**src/rtl/led_sweep_gen_if.sv**
```systemverilog
// Control/status bundle between the LED sweep generator and its user.
//   i_run       level, 1 = sweep active
//   i_mode_btn  one-cycle pulse, advances the sweep mode
//   i_speed     step-period multiplier select (x1, x2, x4, x8)
//   o_led_data  LED index, 0 = all off, 1..9 = lit position
//   o_mode      current mode: 00 BOUNCE, 01 UP, 10 DOWN
//   o_step      one-cycle pulse when o_led_data advances
interface led_sweep_gen_if;
    logic       i_run;
    logic       i_mode_btn;
    logic [1:0] i_speed;
    logic [3:0] o_led_data;
    logic [1:0] o_mode;
    logic       o_step;

    modport slave (
        input  i_run,
        input  i_mode_btn,
        input  i_speed,
        output o_led_data,
        output o_mode,
        output o_step
    );

    modport master (
        output i_run,
        output i_mode_btn,
        output i_speed,
        input  o_led_data,
        input  o_mode,
        input  o_step
    );
endinterface

```
**src/rtl/led_sweep_gen.sv**
```systemverilog
// LED sweep generator: walks a lit position 1..9 in BOUNCE, UP or DOWN mode,
// advancing once every STEP_CYCLES * (1, 2, 4, 8) clocks while running.
//   clk    system clock, rising edge
//   rst_n  synchronous active-low reset
//   bus    led_sweep_gen_if slave: run/mode/speed in, led/mode/step out
module led_sweep_gen #(
    parameter int unsigned CLK_HZ  = 100_000_000,
    parameter int unsigned STEP_MS = 100
) (
    input  logic                   clk,
    input  logic                   rst_n,
    led_sweep_gen_if.slave         bus
);

    localparam int unsigned STEP_CYCLES = CLK_HZ / 1000 * STEP_MS;
    // Wide enough for the largest terminal count, STEP_CYCLES*8-1.
    localparam int unsigned CNT_W = $clog2(STEP_CYCLES * 8);

    localparam logic [1:0] ModeBounce = 2'b00;
    localparam logic [1:0] ModeUp     = 2'b01;
    localparam logic [1:0] ModeDown   = 2'b10;

    typedef enum logic [0:0] {StIdle, StRun} state_e;

    state_e           state_q, state_d;
    logic [1:0]       mode_q, mode_d;
    logic             dir_up_q, dir_up_d;
    logic [CNT_W-1:0] cnt_q, cnt_d;
    logic [3:0]       led_q, led_d;
    logic             step_q, step_d;

    logic [1:0]       mode_eff;
    logic [1:0]       mode_next;
    logic [3:0]       start_pos;
    logic [CNT_W-1:0] term;
    logic [3:0]       adv_led;
    logic             adv_dir_up;

    // Terminal count follows the live i_speed so a slowdown-to-faster change
    // mid-count steps at once via the >= compare below.
    assign term = CNT_W'((STEP_CYCLES << bus.i_speed) - 1);

    always_comb begin
        // Unused encoding 11 behaves as BOUNCE.
        mode_eff  = (mode_q == 2'b11) ? ModeBounce : mode_q;
        mode_next = (mode_eff == ModeDown) ? ModeBounce : mode_eff + 2'd1;
    end

    always_comb begin
        adv_led    = led_q;
        adv_dir_up = dir_up_q;
        unique case (mode_eff)
            ModeUp:   adv_led = (led_q >= 4'd9) ? 4'd1 : led_q + 4'd1;
            ModeDown: adv_led = (led_q <= 4'd1) ? 4'd9 : led_q - 4'd1;
            default: begin
                // Turn around at the ends with no dwell.
                if (led_q >= 4'd9) begin
                    adv_led    = 4'd8;
                    adv_dir_up = 1'b0;
                end else if (led_q <= 4'd1) begin
                    adv_led    = 4'd2;
                    adv_dir_up = 1'b1;
                end else begin
                    adv_led = dir_up_q ? led_q + 4'd1 : led_q - 4'd1;
                end
            end
        endcase
    end

    always_comb begin
        state_d   = state_q;
        mode_d    = bus.i_mode_btn ? mode_next : mode_q;
        dir_up_d  = dir_up_q;
        cnt_d     = cnt_q;
        led_d     = led_q;
        step_d    = 1'b0;
        start_pos = (mode_d == ModeDown) ? 4'd9 : 4'd1;

        unique case (state_q)
            StIdle: begin
                led_d = 4'd0;
                cnt_d = '0;
                if (bus.i_run) begin
                    state_d  = StRun;
                    led_d    = start_pos;
                    dir_up_d = 1'b1;
                end
            end
            default: begin
                if (!bus.i_run) begin
                    state_d = StIdle;
                    led_d   = 4'd0;
                    cnt_d   = '0;
                end else if (bus.i_mode_btn) begin
                    // Mode change restarts the sweep and overrides any step.
                    led_d    = start_pos;
                    cnt_d    = '0;
                    dir_up_d = 1'b1;
                end else if (cnt_q >= term) begin
                    cnt_d    = '0;
                    led_d    = adv_led;
                    dir_up_d = adv_dir_up;
                    step_d   = 1'b1;
                end else begin
                    cnt_d = cnt_q + CNT_W'(1);
                end
            end
        endcase
    end

    always_ff @(posedge clk) begin
        if (!rst_n) begin
            state_q  <= StIdle;
            mode_q   <= ModeBounce;
            dir_up_q <= 1'b1;
            cnt_q    <= '0;
            led_q    <= 4'd0;
            step_q   <= 1'b0;
        end else begin
            state_q  <= state_d;
            mode_q   <= mode_d;
            dir_up_q <= dir_up_d;
            cnt_q    <= cnt_d;
            led_q    <= led_d;
            step_q   <= step_d;
        end
    end

    assign bus.o_led_data = led_q;
    assign bus.o_mode     = mode_q;
    assign bus.o_step     = step_q;

endmodule

```
**src/flat_wrapper.sv**
```systemverilog
// flat-port wrapper written by rule: the top's interface ports become plain ports
module led_sweep_gen_flat 
#(
    parameter int unsigned CLK_HZ  = 100_000_000,
    parameter int unsigned STEP_MS = 100
)
  (clk, rst_n, bus_i_run, bus_i_mode_btn, bus_i_speed, bus_o_led_data, bus_o_mode, bus_o_step);
  led_sweep_gen_if bus_i ();
  input  logic clk;
  input  logic rst_n;
  input wire logic [$bits(bus_i.i_run)-1:0] bus_i_run;
  input wire logic [$bits(bus_i.i_mode_btn)-1:0] bus_i_mode_btn;
  input wire logic [$bits(bus_i.i_speed)-1:0] bus_i_speed;
  output wire logic [$bits(bus_i.o_led_data)-1:0] bus_o_led_data;
  output wire logic [$bits(bus_i.o_mode)-1:0] bus_o_mode;
  output wire logic [$bits(bus_i.o_step)-1:0] bus_o_step;
  assign bus_i.i_run = bus_i_run;
  assign bus_i.i_mode_btn = bus_i_mode_btn;
  assign bus_i.i_speed = bus_i_speed;
  assign bus_o_led_data = bus_i.o_led_data;
  assign bus_o_mode = bus_i.o_mode;
  assign bus_o_step = bus_i.o_step;
  led_sweep_gen #(.CLK_HZ(CLK_HZ), .STEP_MS(STEP_MS)) u_core (.clk(clk), .rst_n(rst_n), .bus(bus_i));
endmodule
```
**config.mk**
```make
export PLATFORM = sky130hd
export DESIGN_NAME = led_sweep_gen_flat
export DESIGN_NICKNAME = d
export VERILOG_FILES = /design/src/rtl/led_sweep_gen_if.sv /design/src/rtl/led_sweep_gen.sv /design/src/flat_wrapper.sv
export SDC_FILE = /design/constraint.sdc
export NUM_CORES = 1
export LEC_CHECK = 0
export CORE_ASPECT_RATIO = 0.75
export CORE_MARGIN = 3
export CORE_UTILIZATION = 54
export DETAILED_ROUTE_END_ITERATION = 12
export PLACE_DENSITY = 0.78
export SLEW_MARGIN = 25
export SYNTH_ARGS = -nofsm -noshare
export SYNTH_HDL_FRONTEND = slang
export SYNTH_SLANG_ARGS = --single-unit
```
**constraint.sdc**
```tcl
create_clock -name clk -period 2.2 [get_ports clk]
set_input_delay 0.22 -clock clk [delete_from_list [all_inputs] [get_ports clk]]
set_output_delay 0.22 -clock clk [all_outputs]
set_load 0.02 [all_outputs]
```
=== Word level (Yosys, flattened, before mapping) ===
Cells that the tools add are included.

* Input bits: 6
* Register bits: 36

* $add $sub $neg: 5
* Bitwise gates (word level): 3
* Reduce and logical (&&, ||, !) cells: 4
* $lt $le $gt $ge: 3
* Equality and inequality tests: 8
* Mux-type cells: 25
* Shift-type cells: 1

{| class="wikitable"
|+ Operators by type and width
! operator !! number
|-
| $mux W4 || 11
|-
| $add A27 B1 Y27 const B || 1
|-
| $ge A27 B27 Y1 || 1
|-
| $shl A24 B2 Y27 const A || 1
|-
| $sub A27 B1 Y27 const B || 1
|-
| $mux W1 || 10
|-
| $ne A4 B4 Y1 const B || 2
|-
| $pmux W4 S2 || 1
|-
| $eq A2 B2 Y1 const B || 3
|-
| $mux W2 || 3
|-
| $ne A3 B3 Y1 const B || 2
|-
| $reduce_or A5 Y1 || 1
|-
| $add A4 B1 Y4 const B || 1
|-
| $ge A4 B4 Y1 const B || 1
|-
| $le A4 B1 Y1 const B || 1
|-
| $reduce_and A4 Y1 || 1
|-
| $reduce_or A4 Y1 || 1
|-
| $sub A4 B1 Y4 const B || 1
|-
| $not A1 Y1 || 3
|-
| $add A2 B1 Y2 const B || 1
|-
| $eq A2 B1 Y1 const B || 1
|-
| $reduce_or A2 Y1 || 1
|}

=== Longest topological paths before layout ===
* Depth in word-level cells: 10
* Gate-level depth with buffers: 11
* Gate-level depth less buffers: 10

=== Least setup slack after synthesis ===
Ideal clock, no wire load.

* Path type: in2reg
* Start: input port bus_i_speed[0]
* End: register u_core.cnt_q[9]
* Cell stages on the path: 10
* Slack: 106 ps
* Arrival time: 1980 ps
* Cell sequence: inv_1 > ha_1 > ha_1 > nand4_1 > nor3_1 > o21ai_1 > a311o_1 > nand2_2 > buf_6 > nor2_1

* Cells in the longest elaborated chain, start to end: 4

{| class="wikitable"
|+ Ends and longest elaborated chain
! item !! line !! source
|-
| from (decl) || flat_wrapper.sv:13 || <nowiki>input wire logic [$bits(bus_i.i_speed)-1:0] bus_i_speed;</nowiki>
|-
| $shl A24 B2 Y27 || led_sweep_gen.sv:41 || <nowiki>assign term = CNT_W'((STEP_CYCLES << bus.i_speed) - 1);</nowiki>
|-
| $sub A27 B1 Y27 || led_sweep_gen.sv:41 ||
|-
| $ge A27 B27 Y1 || led_sweep_gen.sv:99 || <nowiki>end else if (cnt_q >= term) begin</nowiki>
|-
| $reduce_or A5 Y1 (no line) || -- ||
|-
| to (signal assigned) || led_sweep_gen.sv:123 || <nowiki>cnt_q <= cnt_d;</nowiki>
|-
| to (decl) || led_sweep_gen.sv:28 || <nowiki>logic [CNT_W-1:0] cnt_q, cnt_d;</nowiki>
|}

No other way between the ends.
A chain may end at the register's enable or synchronous reset.

=== Final worst setup path ===
* Start: input port bus_i_speed[0]
* End: register u_core.cnt_q[5]

The elaborated chain is that of the path after synthesis.

==> results.md <==
- Min-delay worst type: flip-flop to flip-flop
- Diode insertion count for antenna repair: 0
- Synthesis-to-layout area growth: 25.57%
- Clock Tree Root: sky130_fd_sc_hd__clkbuf_8
- GR met1 Demand/Resource: 33.90%
- Std-Cell Rows: 20
- Share of the yosys chip area belonging to registers: 28.37%
- Final hold viol count: 0
- Syn nets: 344
- Clock-pin slew on the worst setup and hold paths: 0.07 ns
- Total congestion overflow after global routing: 0
- Highest Clock Rate: 464.2 MHz
- Worst Setup Slack post-DPL: -0.6365 ns
- Clk buf depth: 2
- Critical path class: input pin to flip-flop
- Cell area power density: 433.1 nW/um2
- Overall routing resource usage: 24.13%
- Fill cell count: 292
- Max-cap check violation count: 0
- Maximum number of pins on one net before global-route repair: 15
- Vias in the first global route: 2259
- Vias per cell: 5.894
- Iteration-0 DRC count of the detailed router: 174
- Number of endpoints failing setup at the final stage: 0
- Number of antenna violations at the first check in global routing: 0
- Final WL: 6341 um
- Status: complete, no violations
- Unrepaired setup endpoints after global routing: true
- Leakage Power: 1.277 nW
- Final period util: 97.92%
- Placeable core area: 4279 um2
- Residual antenna-violating net count after detailed routing: 0
- Area of the mapped netlist: 2540 um2
- Global-route wire length before repair: 10610 um
- Via count of the routed design: 2393
- Sort of element at the start of the critical path: input pin
- Overall die height: 65.40 um
- Initial standard-cell utilization of the core: 59.36%
- Setup slack after layout: 0.04580 ns
- Number of top-level pins: 13
- Post-synthesis cell type with the largest combined area: sky130_fd_sc_hd__dfxtp_1
- Final routed DRC violation total: 0
- Tightest slew margin relative to the limit: 64.80%
- Post-synthesis area per instance: 8.328 um2
- Number of flops mapped to enable cells by yosys: 0
- Net count, final: 389
- Met3 routing resource usage after global routing: 6.015%
- Fin. max-slew vios: 0
- Post-route design area: 3189 um2
- Instance count of the mapped netlist: 305
- H-tree depth: 2
- Top Usage Layer GRT: met2
- Synth top area cells: sky130_fd_sc_hd__dfxtp_1, sky130_fd_sc_hd__ha_1, sky130_fd_sc_hd__nor2_1
- Type of element capturing the critical path: flip-flop
- YS warnings: 0
- Synth async-reset ratio: 0%
- Clock insertion delay at the later pin of the skew report: 0.29 ns
- Aggregate negative setup slack: 0 ns
- CTS sink cnt: 36
- Gpl congestion: 0.9150
- Final HPWL from detailed placement: 4386 um
- Flip-flop and latch count after synthesis: 36
- Detail-routed net length per standard cell: 15.62 um
- Setup Skew: 0.006145 ns
- Fraction of final layout cells with drive strength greater than 1: 20.51%
- Grt met2 use: 36.24%
- Final critical path time including I/O delays and setup: 2.154 ns
- Detailed-routing iteration count for the pre-antenna-repair pass: 5
- Distinct cell type count of the synthesized netlist: 50
- Die ar.: 5571 um2
- Worst Path Required: 2.42 ns
- Largest vdd supply drop: 0.3942 mV
- Crit Path Max Fanout: 5
- Slew @ Worst Pin: 0.5273 ns
- TritonCTS clock tree: built
- Count of input and output buffers: 12
- Post-synth top flop: sky130_fd_sc_hd__dfxtp_1
- Total clock buffers created by CTS: 5
- Data arrival time of the worst path: 2.38 ns
- X dimension of the die: 85.19 um
- Standard cell area after detailed placement: 2894 um2
- Portion of synthesized cell area occupied by the leading cell type: 28.37%
[final cells by class]
type                    count  area, um2  area share (%)
repair buffers             45      407.9           12.79
clock buffers               7      86.33           2.707
multi-input cells         244       1827           57.28
well taps                  55      68.82           2.158
inverters                  18      70.07           2.197
clock inverters             1      7.507          0.2354
flip-flops and latches     36      721.9           22.64
[routing by layer]
layer  share of wire, %  vias up
met1                 48     1119
met2                 44       92
li1                   -     1162
met3                6.5       20
met4                1.6        0
met5                  0        -
[flip-flops by register name (all words and copies together) (netlist names)]
name	flops
u_core.bus.o_step	1
u_core.state_q	1
u_core.cnt_q	27
u_core.dir_up_q	1
u_core.bus.o_led_data	4
u_core.bus.o_mode	2
[critical path, cell delays in order]
cell and delay [ns]:
sky130_fd_sc_hd__buf_4 0.10, sky130_fd_sc_hd__inv_4 0.05, sky130_fd_sc_hd__buf_4 0.13, sky130_fd_sc_hd__ha_1 0.20, sky130_fd_sc_hd__xor2_1 0.16, sky130_fd_sc_hd__ha_1 0.33, sky130_fd_sc_hd__nand4_1 0.12, sky130_fd_sc_hd__buf_4 0.13
sky130_fd_sc_hd__nor4_2 0.03, sky130_fd_sc_hd__a32oi_2 0.23, sky130_fd_sc_hd__nor3b_4 0.27, sky130_fd_sc_hd__nand2_4 0.14, sky130_fd_sc_hd__buf_6 0.16, sky130_fd_sc_hd__nor2_1 0.10
[cell usage in the layout (no fill, tap or decap), types with 2 or more instances in the layout]
cell type | synthesis | final
sky130_fd_sc_hd__o21ai_0 | 10 | 8
sky130_fd_sc_hd__ha_2 | 0 | 2
sky130_fd_sc_hd__nor3_2 | 3 | 4
sky130_fd_sc_hd__o21ai_1 | 3 | 4
sky130_fd_sc_hd__dfxtp_1 | 36 | 35
sky130_fd_sc_hd__xnor2_1 | 15 | 15
sky130_fd_sc_hd__buf_6 | 2 | 4
sky130_fd_sc_hd__nand3b_1 | 3 | 3
sky130_fd_sc_hd__nand2_4 | 1 | 2
sky130_fd_sc_hd__nand4_1 | 7 | 7
sky130_fd_sc_hd__nor3_4 | 1 | 2
sky130_fd_sc_hd__ha_4 | 0 | 4
sky130_fd_sc_hd__nor2_2 | 1 | 2
sky130_fd_sc_hd__clkbuf_8 | 0 | 6
sky130_fd_sc_hd__buf_4 | 0 | 28
sky130_fd_sc_hd__ha_1 | 33 | 27
sky130_fd_sc_hd__nand2_1 | 25 | 25
sky130_fd_sc_hd__a21oi_1 | 14 | 14
sky130_fd_sc_hd__and3_1 | 7 | 7
sky130_fd_sc_hd__nand3_1 | 16 | 16
sky130_fd_sc_hd__mux2i_1 | 6 | 6
sky130_fd_sc_hd__clkdlybuf4s50_1 | 0 | 10
sky130_fd_sc_hd__inv_2 | 0 | 2
sky130_fd_sc_hd__and2_1 | 2 | 2
sky130_fd_sc_hd__a21o_1 | 2 | 2
sky130_fd_sc_hd__nand2b_1 | 4 | 3
sky130_fd_sc_hd__xor2_1 | 13 | 13
sky130_fd_sc_hd__a311o_1 | 2 | 2
sky130_fd_sc_hd__nor2b_1 | 4 | 4
sky130_fd_sc_hd__nor3_1 | 6 | 4
sky130_fd_sc_hd__a31oi_1 | 2 | 2
sky130_fd_sc_hd__inv_1 | 18 | 15
sky130_fd_sc_hd__nor2_1 | 42 | 40
[cells by family after synthesis]
logic type | share of synthesized area (%)
buffers and inverters | 4.334
adders and majority gates | 16.26
muxes | 2.365
DFF | 28.37
xor gates and xnor gates | 9.655
AOI/OAI and AO/OA | 11.58
and+or+nand+nor | 27.44
[synth_stat cells (all sizes together) (3+ instances only)]
cell	instances
nor2b	4
nand2b	4
o21ai	13
mux2i	6
nand3b	3
xor2	13
clkbuf	4
inv	18
dfxtp	36
and2	3
nor2	43
nor3	10
nand3	16
xnor2	15
ha	33
buf	3
nand4	9
a21oi	14
and3	7
nand2	27
[where the power goes]
group          switching (W)  internal, W
clock               0.000233     0.000254
sequential        0.00000962     0.000658
combinational       0.000120     0.000106
[metrics by stage]
stage               utilization [%]  std cells   power, W  hold WS (ns)
floorplan                         -        305  0.0007985        0.3482
CTS                           73.68        405   0.001371        0.4522
detailed placement            67.63        391  0.0008780        0.4411
finish                        74.53        406   0.001381        0.4641
global placement              67.63        391  0.0008730        0.4241
global route                  74.53        406   0.001441        0.4576
[path summary, 6_finish.rpt]
check | cells after the start | endpoint | startpoint | slack (ns)
max | 14 | u_core.cnt_q[5] | bus_i_speed[0] | 0.05
min | 1 | u_core.cnt_q[0] | u_core.cnt_q[0] | 0.46
min reg2reg | 1 | u_core.cnt_q[0] | u_core.cnt_q[0] | 0.46
max reg2reg | 8 | u_core.bus.o_led_data[0] | u_core.cnt_q[16] | 0.16
[timing repair]
item	CTS	global route
pin swaps	11	8
cloned	2	0
hold buffers	0	0
setup endpoints to repair	33	32
resized for setup	28	13
setup buffers	4	2
No activity file was read; power rests on OpenSTA's default activity.
